[config.mk]
export PLATFORM = sky130hd
export DESIGN_NAME = enigma_ctrl_flat
export DESIGN_NICKNAME = d
export VERILOG_FILES = /design/src/rtl/enigma_pkg.sv /design/src/rtl/enigma_if.sv /design/src/rtl/enigma_step_odometer.sv /design/src/rtl/enigma_ctrl.sv /design/src/flat_wrapper.sv
export SDC_FILE = /design/constraint.sdc
export NUM_CORES = 1
export LEC_CHECK = 0
export CAP_MARGIN = 20
export CORE_ASPECT_RATIO = 0.75
export CORE_MARGIN = 5
export CORE_UTILIZATION = 47
export CTS_BUF_LIST = sky130_fd_sc_hd__clkbuf_16
export DETAILED_ROUTE_END_ITERATION = 6
export PLACE_DENSITY = 0.8
export SETUP_SLACK_MARGIN = 0.5
export SLEW_MARGIN = 10
export SYNTH_ARGS = -nofsm -noshare
export SYNTH_HDL_FRONTEND = slang
export SYNTH_SLANG_ARGS = --single-unit
[constraint.sdc]
create_clock -name clk -period 2.2 [get_ports clk]
set_clock_uncertainty 0.05 [all_clocks]
set_input_delay 0.44 -clock clk [delete_from_list [all_inputs] [get_ports clk]]
set_output_delay 0.44 -clock clk [all_outputs]
set_load 0.005 [all_outputs]
[src/rtl/enigma_pkg.sv]
// enigma_pkg
// Shared definitions for the rotor-chain controller: alphabet constants,
// the abort character, the controller state type and the letter-index type
// used by the stepping odometer. The is_letter helper classifies a host
// character as an upper-case ASCII letter.
package enigma_pkg;

  localparam int          NUM_LETTERS     = 26;
  localparam logic [7:0]  ASCII_A         = 8'h41;
  localparam logic [7:0]  ASCII_Z         = 8'h5A;
  localparam logic [7:0]  ERR_CHAR        = 8'h3F;
  localparam logic [4:0]  LAST_LETTER_IDX = 5'(NUM_LETTERS - 1);

  typedef enum logic [2:0] {
    IDLE,
    STEP,
    ISSUE,
    WAIT,
    OUT
  } ctrl_state_t;

  typedef logic [4:0] letter_idx_t;

  // Only 'A'..'Z' are enciphered; everything else bypasses the rotors.
  function automatic logic is_letter(input logic [7:0] c);
    return (c >= ASCII_A) && (c <= ASCII_Z);
  endfunction

endpackage

[src/rtl/enigma_if.sv]
// enigma_if
// Bundles the host handshake and the rotor-chain bus seen by the controller.
// Host side : cfg_set, in_valid/in_ready/in_char/in_dec,
//             out_valid/out_ready/out_char/out_err
// Rotor side: rot_set, rot_en, rot_valid, rot_din, rot_dec (to rotors),
//             rot_done, rot_dout (from rotors; rotor k at [8k+7:8k])
// master = the controller, slave = host plus rotor instances.
interface enigma_if #(
  parameter int NUM_ROTORS = 3
);
  import enigma_pkg::*;

  logic                    cfg_set;
  logic                    in_valid;
  logic                    in_ready;
  logic [7:0]              in_char;
  logic                    in_dec;
  logic                    out_valid;
  logic                    out_ready;
  logic [7:0]              out_char;
  logic                    out_err;
  logic                    rot_set;
  logic [NUM_ROTORS-1:0]   rot_en;
  logic [NUM_ROTORS-1:0]   rot_valid;
  logic [7:0]              rot_din;
  logic                    rot_dec;
  logic [NUM_ROTORS-1:0]   rot_done;
  logic [8*NUM_ROTORS-1:0] rot_dout;

  modport master (
    input  cfg_set, in_valid, in_char, in_dec, out_ready, rot_done, rot_dout,
    output in_ready, out_valid, out_char, out_err,
           rot_set, rot_en, rot_valid, rot_din, rot_dec
  );

  modport slave (
    output cfg_set, in_valid, in_char, in_dec, out_ready, rot_done, rot_dout,
    input  in_ready, out_valid, out_char, out_err,
           rot_set, rot_en, rot_valid, rot_din, rot_dec
  );

endinterface

[src/rtl/enigma_step_odometer.sv]
// enigma_step_odometer
// Per-rotor position counters (0..25) chained like an odometer.
// Ports:
//   i_clk, i_rst_n : clock, async active-low reset
//   i_step         : advance the odometer this cycle
//   i_clear        : return every counter to 0 (has priority over i_step)
//   o_en           : per-rotor step pulse, only driven while i_step is high
module enigma_step_odometer
  import enigma_pkg::*;
#(
  parameter int NUM_ROTORS = 3
) (
  input  logic                  i_clk,
  input  logic                  i_rst_n,
  input  logic                  i_step,
  input  logic                  i_clear,
  output logic [NUM_ROTORS-1:0] o_en
);

  letter_idx_t           r_cnt [NUM_ROTORS];
  logic [NUM_ROTORS-1:0] w_carry;

  // Rotor k moves when every lower rotor sits at its last position;
  // rotor 0 always moves.
  always_comb begin
    logic v_all_last;
    w_carry    = '0;
    v_all_last = 1'b1;
    for (int k = 0; k < NUM_ROTORS; k++) begin
      w_carry[k] = v_all_last;
      v_all_last = v_all_last & (r_cnt[k] == LAST_LETTER_IDX);
    end
  end

  assign o_en = i_step ? w_carry : '0;

  always_ff @(posedge i_clk or negedge i_rst_n) begin
    if (!i_rst_n) begin
      for (int k = 0; k < NUM_ROTORS; k++) r_cnt[k] <= '0;
    end else if (i_clear) begin
      for (int k = 0; k < NUM_ROTORS; k++) r_cnt[k] <= '0;
    end else if (i_step) begin
      for (int k = 0; k < NUM_ROTORS; k++) begin
        if (w_carry[k]) begin
          r_cnt[k] <= (r_cnt[k] == LAST_LETTER_IDX) ? '0 : r_cnt[k] + 5'd1;
        end
      end
    end
  end

endmodule

[src/rtl/enigma_ctrl.sv]
// enigma_ctrl
// Initiator-side sequencer for the rotor chain. Accepts one character from
// the host, steps the rotors, walks the character through every rotor stage
// (0..N-1 for encode, N-1..0 for decode) and returns the result. A stage that
// never reports done within TIMEOUT wait cycles aborts the character with '?'
// and the error flag set.
// Ports:
//   clk, reset_n : clock, async active-low reset
//   bus          : enigma_if master view (host handshake + rotor bus)
module enigma_ctrl
  import enigma_pkg::*;
#(
  parameter int NUM_ROTORS = 3,
  parameter int TIMEOUT    = 64
) (
  input  logic     clk,
  input  logic     reset_n,
  enigma_if.master bus
);

  localparam int SW = (NUM_ROTORS > 1) ? $clog2(NUM_ROTORS) : 1;
  localparam int TW = $clog2(TIMEOUT + 1);
  localparam logic [SW-1:0] LAST_STAGE = SW'(NUM_ROTORS - 1);
  localparam logic [TW-1:0] TMO_LAST   = TW'(TIMEOUT - 1);

  ctrl_state_t           r_state, w_state_nxt;
  logic [7:0]            r_char, w_char_nxt;
  logic                  r_dec, w_dec_nxt;
  logic [SW-1:0]         r_stage, w_stage_nxt;
  logic [TW-1:0]         r_tmo, w_tmo_nxt;
  logic                  r_err, w_err_nxt;

  logic                  w_idle_cfg;
  logic                  w_in_ready;
  logic                  w_accept;
  logic                  w_step;
  logic                  w_final;
  logic [SW+2:0]         w_dout_base;
  logic [NUM_ROTORS-1:0] w_rot_en;
  logic [NUM_ROTORS-1:0] w_rot_valid;

  // A config strobe only counts while idle, and it blocks acceptance that
  // cycle so a character never steps counters that are being cleared.
  assign w_idle_cfg = (r_state == IDLE) & bus.cfg_set;
  assign w_in_ready = (r_state == IDLE) & ~bus.cfg_set;
  assign w_accept   = w_in_ready & bus.in_valid;
  assign w_step     = (r_state == STEP);

  enigma_step_odometer #(
    .NUM_ROTORS (NUM_ROTORS)
  ) u_odometer (
    .i_clk   (clk),
    .i_rst_n (reset_n),
    .i_step  (w_step),
    .i_clear (w_idle_cfg),
    .o_en    (w_rot_en)
  );

  always_ff @(posedge clk or negedge reset_n) begin
    if (!reset_n) begin
      r_state <= IDLE;
      r_char  <= 8'h00;
      r_dec   <= 1'b0;
      r_stage <= '0;
      r_tmo   <= '0;
      r_err   <= 1'b0;
    end else begin
      r_state <= w_state_nxt;
      r_char  <= w_char_nxt;
      r_dec   <= w_dec_nxt;
      r_stage <= w_stage_nxt;
      r_tmo   <= w_tmo_nxt;
      r_err   <= w_err_nxt;
    end
  end

  // Next-state and datapath updates. The last stage depends on direction:
  // decode walks downward and finishes at stage 0.
  always_comb begin
    w_state_nxt = r_state;
    w_char_nxt  = r_char;
    w_dec_nxt   = r_dec;
    w_stage_nxt = r_stage;
    w_tmo_nxt   = r_tmo;
    w_err_nxt   = r_err;
    w_rot_valid = '0;
    w_dout_base = {r_stage, 3'b000};
    w_final     = r_dec ? (r_stage == '0) : (r_stage == LAST_STAGE);

    case (r_state)
      IDLE: begin
        if (w_accept) begin
          w_char_nxt  = bus.in_char;
          w_dec_nxt   = bus.in_dec;
          w_stage_nxt = bus.in_dec ? LAST_STAGE : '0;
          w_err_nxt   = 1'b0;
          w_state_nxt = is_letter(bus.in_char) ? STEP : OUT;
        end
      end
      STEP: begin
        w_state_nxt = ISSUE;
      end
      ISSUE: begin
        w_rot_valid[r_stage] = 1'b1;
        w_tmo_nxt            = '0;
        w_state_nxt          = WAIT;
      end
      WAIT: begin
        if (bus.rot_done[r_stage]) begin
          w_char_nxt = bus.rot_dout[w_dout_base +: 8];
          if (w_final) begin
            w_state_nxt = OUT;
          end else begin
            w_stage_nxt = r_dec ? (r_stage - SW'(1)) : (r_stage + SW'(1));
            w_state_nxt = ISSUE;
          end
        end else if (r_tmo == TMO_LAST) begin
          w_err_nxt   = 1'b1;
          w_char_nxt  = ERR_CHAR;
          w_state_nxt = OUT;
        end else begin
          w_tmo_nxt = r_tmo + TW'(1);
        end
      end
      OUT: begin
        if (bus.out_ready) begin
          w_err_nxt   = 1'b0;
          w_state_nxt = IDLE;
        end
      end
      default: begin
        w_state_nxt = IDLE;
      end
    endcase
  end

  assign bus.in_ready  = w_in_ready;
  assign bus.out_valid = (r_state == OUT);
  assign bus.out_char  = (r_state == OUT) ? r_char : 8'h00;
  assign bus.out_err   = (r_state == OUT) & r_err;
  assign bus.rot_set   = w_idle_cfg;
  assign bus.rot_en    = w_rot_en;
  assign bus.rot_valid = w_rot_valid;
  assign bus.rot_din   = (r_state == ISSUE) ? r_char : 8'h00;
  assign bus.rot_dec   = r_dec;

endmodule

[src/flat_wrapper.sv]
// flat-port wrapper written by rule: the top's interface ports become plain ports
module enigma_ctrl_flat import enigma_pkg::*;
#(
  parameter int NUM_ROTORS = 3,
  parameter int TIMEOUT    = 64
)
  (clk, reset_n, bus_cfg_set, bus_in_valid, bus_in_char, bus_in_dec, bus_out_ready, bus_rot_done, bus_rot_dout, bus_in_ready, bus_out_valid, bus_out_char, bus_out_err, bus_rot_set, bus_rot_en, bus_rot_valid, bus_rot_din, bus_rot_dec);
  enigma_if #(.NUM_ROTORS(NUM_ROTORS)) bus_i ();
  input  logic clk;
  input  logic reset_n;
  input wire logic [$bits(bus_i.cfg_set)-1:0] bus_cfg_set;
  input wire logic [$bits(bus_i.in_valid)-1:0] bus_in_valid;
  input wire logic [$bits(bus_i.in_char)-1:0] bus_in_char;
  input wire logic [$bits(bus_i.in_dec)-1:0] bus_in_dec;
  input wire logic [$bits(bus_i.out_ready)-1:0] bus_out_ready;
  input wire logic [$bits(bus_i.rot_done)-1:0] bus_rot_done;
  input wire logic [$bits(bus_i.rot_dout)-1:0] bus_rot_dout;
  output wire logic [$bits(bus_i.in_ready)-1:0] bus_in_ready;
  output wire logic [$bits(bus_i.out_valid)-1:0] bus_out_valid;
  output wire logic [$bits(bus_i.out_char)-1:0] bus_out_char;
  output wire logic [$bits(bus_i.out_err)-1:0] bus_out_err;
  output wire logic [$bits(bus_i.rot_set)-1:0] bus_rot_set;
  output wire logic [$bits(bus_i.rot_en)-1:0] bus_rot_en;
  output wire logic [$bits(bus_i.rot_valid)-1:0] bus_rot_valid;
  output wire logic [$bits(bus_i.rot_din)-1:0] bus_rot_din;
  output wire logic [$bits(bus_i.rot_dec)-1:0] bus_rot_dec;
  assign bus_i.cfg_set = bus_cfg_set;
  assign bus_i.in_valid = bus_in_valid;
  assign bus_i.in_char = bus_in_char;
  assign bus_i.in_dec = bus_in_dec;
  assign bus_i.out_ready = bus_out_ready;
  assign bus_i.rot_done = bus_rot_done;
  assign bus_i.rot_dout = bus_rot_dout;
  assign bus_in_ready = bus_i.in_ready;
  assign bus_out_valid = bus_i.out_valid;
  assign bus_out_char = bus_i.out_char;
  assign bus_out_err = bus_i.out_err;
  assign bus_rot_set = bus_i.rot_set;
  assign bus_rot_en = bus_i.rot_en;
  assign bus_rot_valid = bus_i.rot_valid;
  assign bus_rot_din = bus_i.rot_din;
  assign bus_rot_dec = bus_i.rot_dec;
  enigma_ctrl #(.NUM_ROTORS(NUM_ROTORS), .TIMEOUT(TIMEOUT)) u_core (.clk(clk), .reset_n(reset_n), .bus(bus_i));
endmodule
==> results.yml <==
synth:
  synth_most_common_cell: "dfrtp_1"
  yosysSeqAreaShare_pct: 35.7
  synthesis.area_um2: 2250
  synth_cell_types: 51
  ys_ff_latch: 32
  synth_area_leader_cell: "dfrtp_1"
  ys_top_cells_by_area: "dfrtp_1 36%, mux2_2 7.0%, nor2_1 3.7%, mux2i_1 3.1%, and3_1 3.1%"
  ys_warn_count: 0
  synth_top_cell_area_share_pct: 35.7
  syn-num-nets: 291
  async_reset_ff_share_pct: 100
  synth_ff_type: "dfrtp_1"
  syn_inst: 245
  synth_edf_count: 0
  synth_commonest_cells: "32 x dfrtp_1, 22 x nor2_1, 17 x nand2_1, 14 x mux2_2"
  avgSynthCellArea_um2: 9.17
cells_and_area:
  regArea_um2: 808
  final_nets: 439
  antenna_cells: 0
  final.fill_count: 97
  fin_util_pct: 95.7
  layout-drive-gt1-share_pct: 55.1
  final_cells: 451
  multi_input_area_um2: 1750
  syn2layout_area_growth_pct: 93.6
  fin_area_um2: 4350
power:
  power.leakage_nw: 1.92
  fin_total_pwr_mw: 4.12
  peakVddDrop_v: 0.000998
  power_density_nw_per_um2: 947
drt:
  drtIter0Drc: 375
  post_drt_wl_per_cell_um: 30.4
  via_per_inst: 7.27
  ant_nets: 0
  routed_wl_um: 13700
  drc: 0
  vias: 3280
  firstDrtPassIters: 7
die:
  initial_core_util_pct: 49.4
  rows: 21
  core-area_um2: 4550
  die_h_um: 69.9
  pin_count: 68
  die_area_um2: 6280
  die_x_um: 89.8
sta:
  relSlewSlack_pct: 65.3
  tns_ns: -0.141
  finalSetupViolations: 8
  finalCritPeriodShare_pct: 102
  hold_violations: 0
  fmax_mhz: 444
  finalWorstSetupSlack_ns: -0.0535
  hold_ws_ns: 0.509
  rsz0062_at_grt: "yes"
  maxSlewViolCount: 0
  worst_pin_slew_ns: 0.518
  fin_crit_ns: 2.25
setup_path:
  cp.arrival_ns: 2.38
  end_kind: "flip-flop"
  cpPeakStageDelay_ns: 0.47
  crit_path_start_kind: "flip-flop"
  crit_fanout: 10
  cp.required_ns: 2.32
  crit_slowest_cell: "dfrtp_2"
  path_cells: "buf_6, buf_6, nand3b_1, buf_6, a221oi_1, a21oi_1, mux2_4"
  path_class: "flip-flop to flip-flop"
  crit_top_cell: "buf_6"
clocking:
  h-tree-depth: 2
  clkTransAtPathRegs_ns: 0.06
  root_buffer: "clkbuf_16"
  clk_path_buf_depth: 2
  cts_buffers: 5
  cts.sinks: 32
  cts_tree: "done"
  clk_latency_ns: 0.30
global_routing:
  grt_pass1_wl_um: 16800
  gr-usage-all-layers_pct: 34.7
  overflow: 0
  grt_pass1_vias: 3024
  antenna_found_initial: 0
  grt_max_degree: 33
placement:
  place_ws_ns: -0.198
  post-place-cells: 373
  gp_congestion: 0.864
  place_area_um2: 3090
  port-buffer-count: 67
  hpwl_um: 4960
min_path:
  worstHoldPathType: "primary input to async pin"
run_status:
  outcome: "finished with violations"
  violations: "negative setup slack"
job:
  cap_viol_max_count: 0
-- flip-flops by register name, indices dropped and copies added, names as in the netlist --
name / cells
u_core.bus.rot_dec: 1
u_core.r_char: 8
u_core.r_err: 1
u_core.r_stage: 2
u_core.r_state: 3
u_core.r_tmo: 7
u_core.u_odometer.r_cnt: 10
-- routing by layer --
metal	global-route usage, %	vias up	wire [µm]
met5	0	-	0
met4	22.1	0	1280
met3	12.2	144	1910
met2	53.8	404	5900
met1	40.6	1524	4630
li1	-	1208	-
-- where the power goes --
part / internal (mW) / switching [mW]
combinational: 1.36 / 1.02
clock: 0.528 / 0.290
sequential: 0.730 / 0.188
-- worst max-delay path: cells and delay by family, from the launching register on --
kind | cells | cell delay, ns
compound gates | 2 | 0.55
buf+inv | 3 | 0.51
flops | 1 | 0.47
mux | 1 | 0.28
simple gates | 1 | 0.27
-- cells in the final DEF, fill, tap and decap left out, types with 3 or more instances in the layout --
master and count:
nor2_1 15, nor2_4 4, clkbuf_16 5, mux2i_1 6
a221oi_1 4, buf_2 10, a21oi_1 7, buf_4 45
and2_4 5, nand2b_1 3, mux2_4 6, nor3_2 8
o211ai_1 8, and3_4 10, nand4_1 4, xnor2_1 3
nor2_2 3, inv_1 5, ha_1 3, and2_1 4
clkdlybuf4s50_1 42, mux2_2 8, nand2_1 16, o21ai_2 3
buf_6 56, dfrtp_1 26, o21ai_0 3, or3_4 4
xor2_1 3, dfrtp_2 6
-- cells by family (layout without fill, tap and decap cells) --
logic type | Yosys count | count (layout) | share of synthesized area (%)
DFF | 32 | 32 | 35.7
xor gates and xnor gates | 6 | 6 | 2.34
adders and majority gates | 5 | 5 | 2.79
and+or+nand+nor | 100 | 100 | 24.3
buffers and inverters | 24 | 173 | 5.68
muxes | 21 | 21 | 10.1
AOI/OAI and AO/OA | 57 | 57 | 19.1
-- cell type report --
cell class | instances | area share, %
multi-input combinational | 189 | 40.3
timing repair buffer | 158 | 35.1
tap | 57 | 1.64
inverter | 7 | 0.604
clock inverter | 3 | 0.892
clock buffer | 5 | 2.88
sequential | 32 | 18.6
-- worst paths after layout --
path                            slack [ns]              start  cells past startpoint                          end
worst max-delay path                 -0.05  u_core.r_state[2]                      7             u_core.r_char[4]
worst min register to register        0.52    u_core.r_tmo[5]                      2              u_core.r_tmo[5]
worst min-delay path                  0.51            reset_n                      2   u_core.u_odometer.r_cnt[5]
min in group clk                      0.52    u_core.r_tmo[5]                      2              u_core.r_tmo[5]
max in group asynchronous             1.25            reset_n                      2  u_core.u_odometer.r_cnt[10]
worst max register to register       -0.05  u_core.r_state[2]                      7             u_core.r_char[4]
-- timing repair --
item | 4_1_cts | 5_1_grt
gates cloned | 2 | 0
endpoints found under the setup margin | 53 | 58
setup buffers | 55 | 13
pin swaps | 23 | 23
hold endpoints to repair | 0 | 0
hold buffers | 0 | 0
resized for setup | 184 | 71
(Power assumes the default switching activity.)
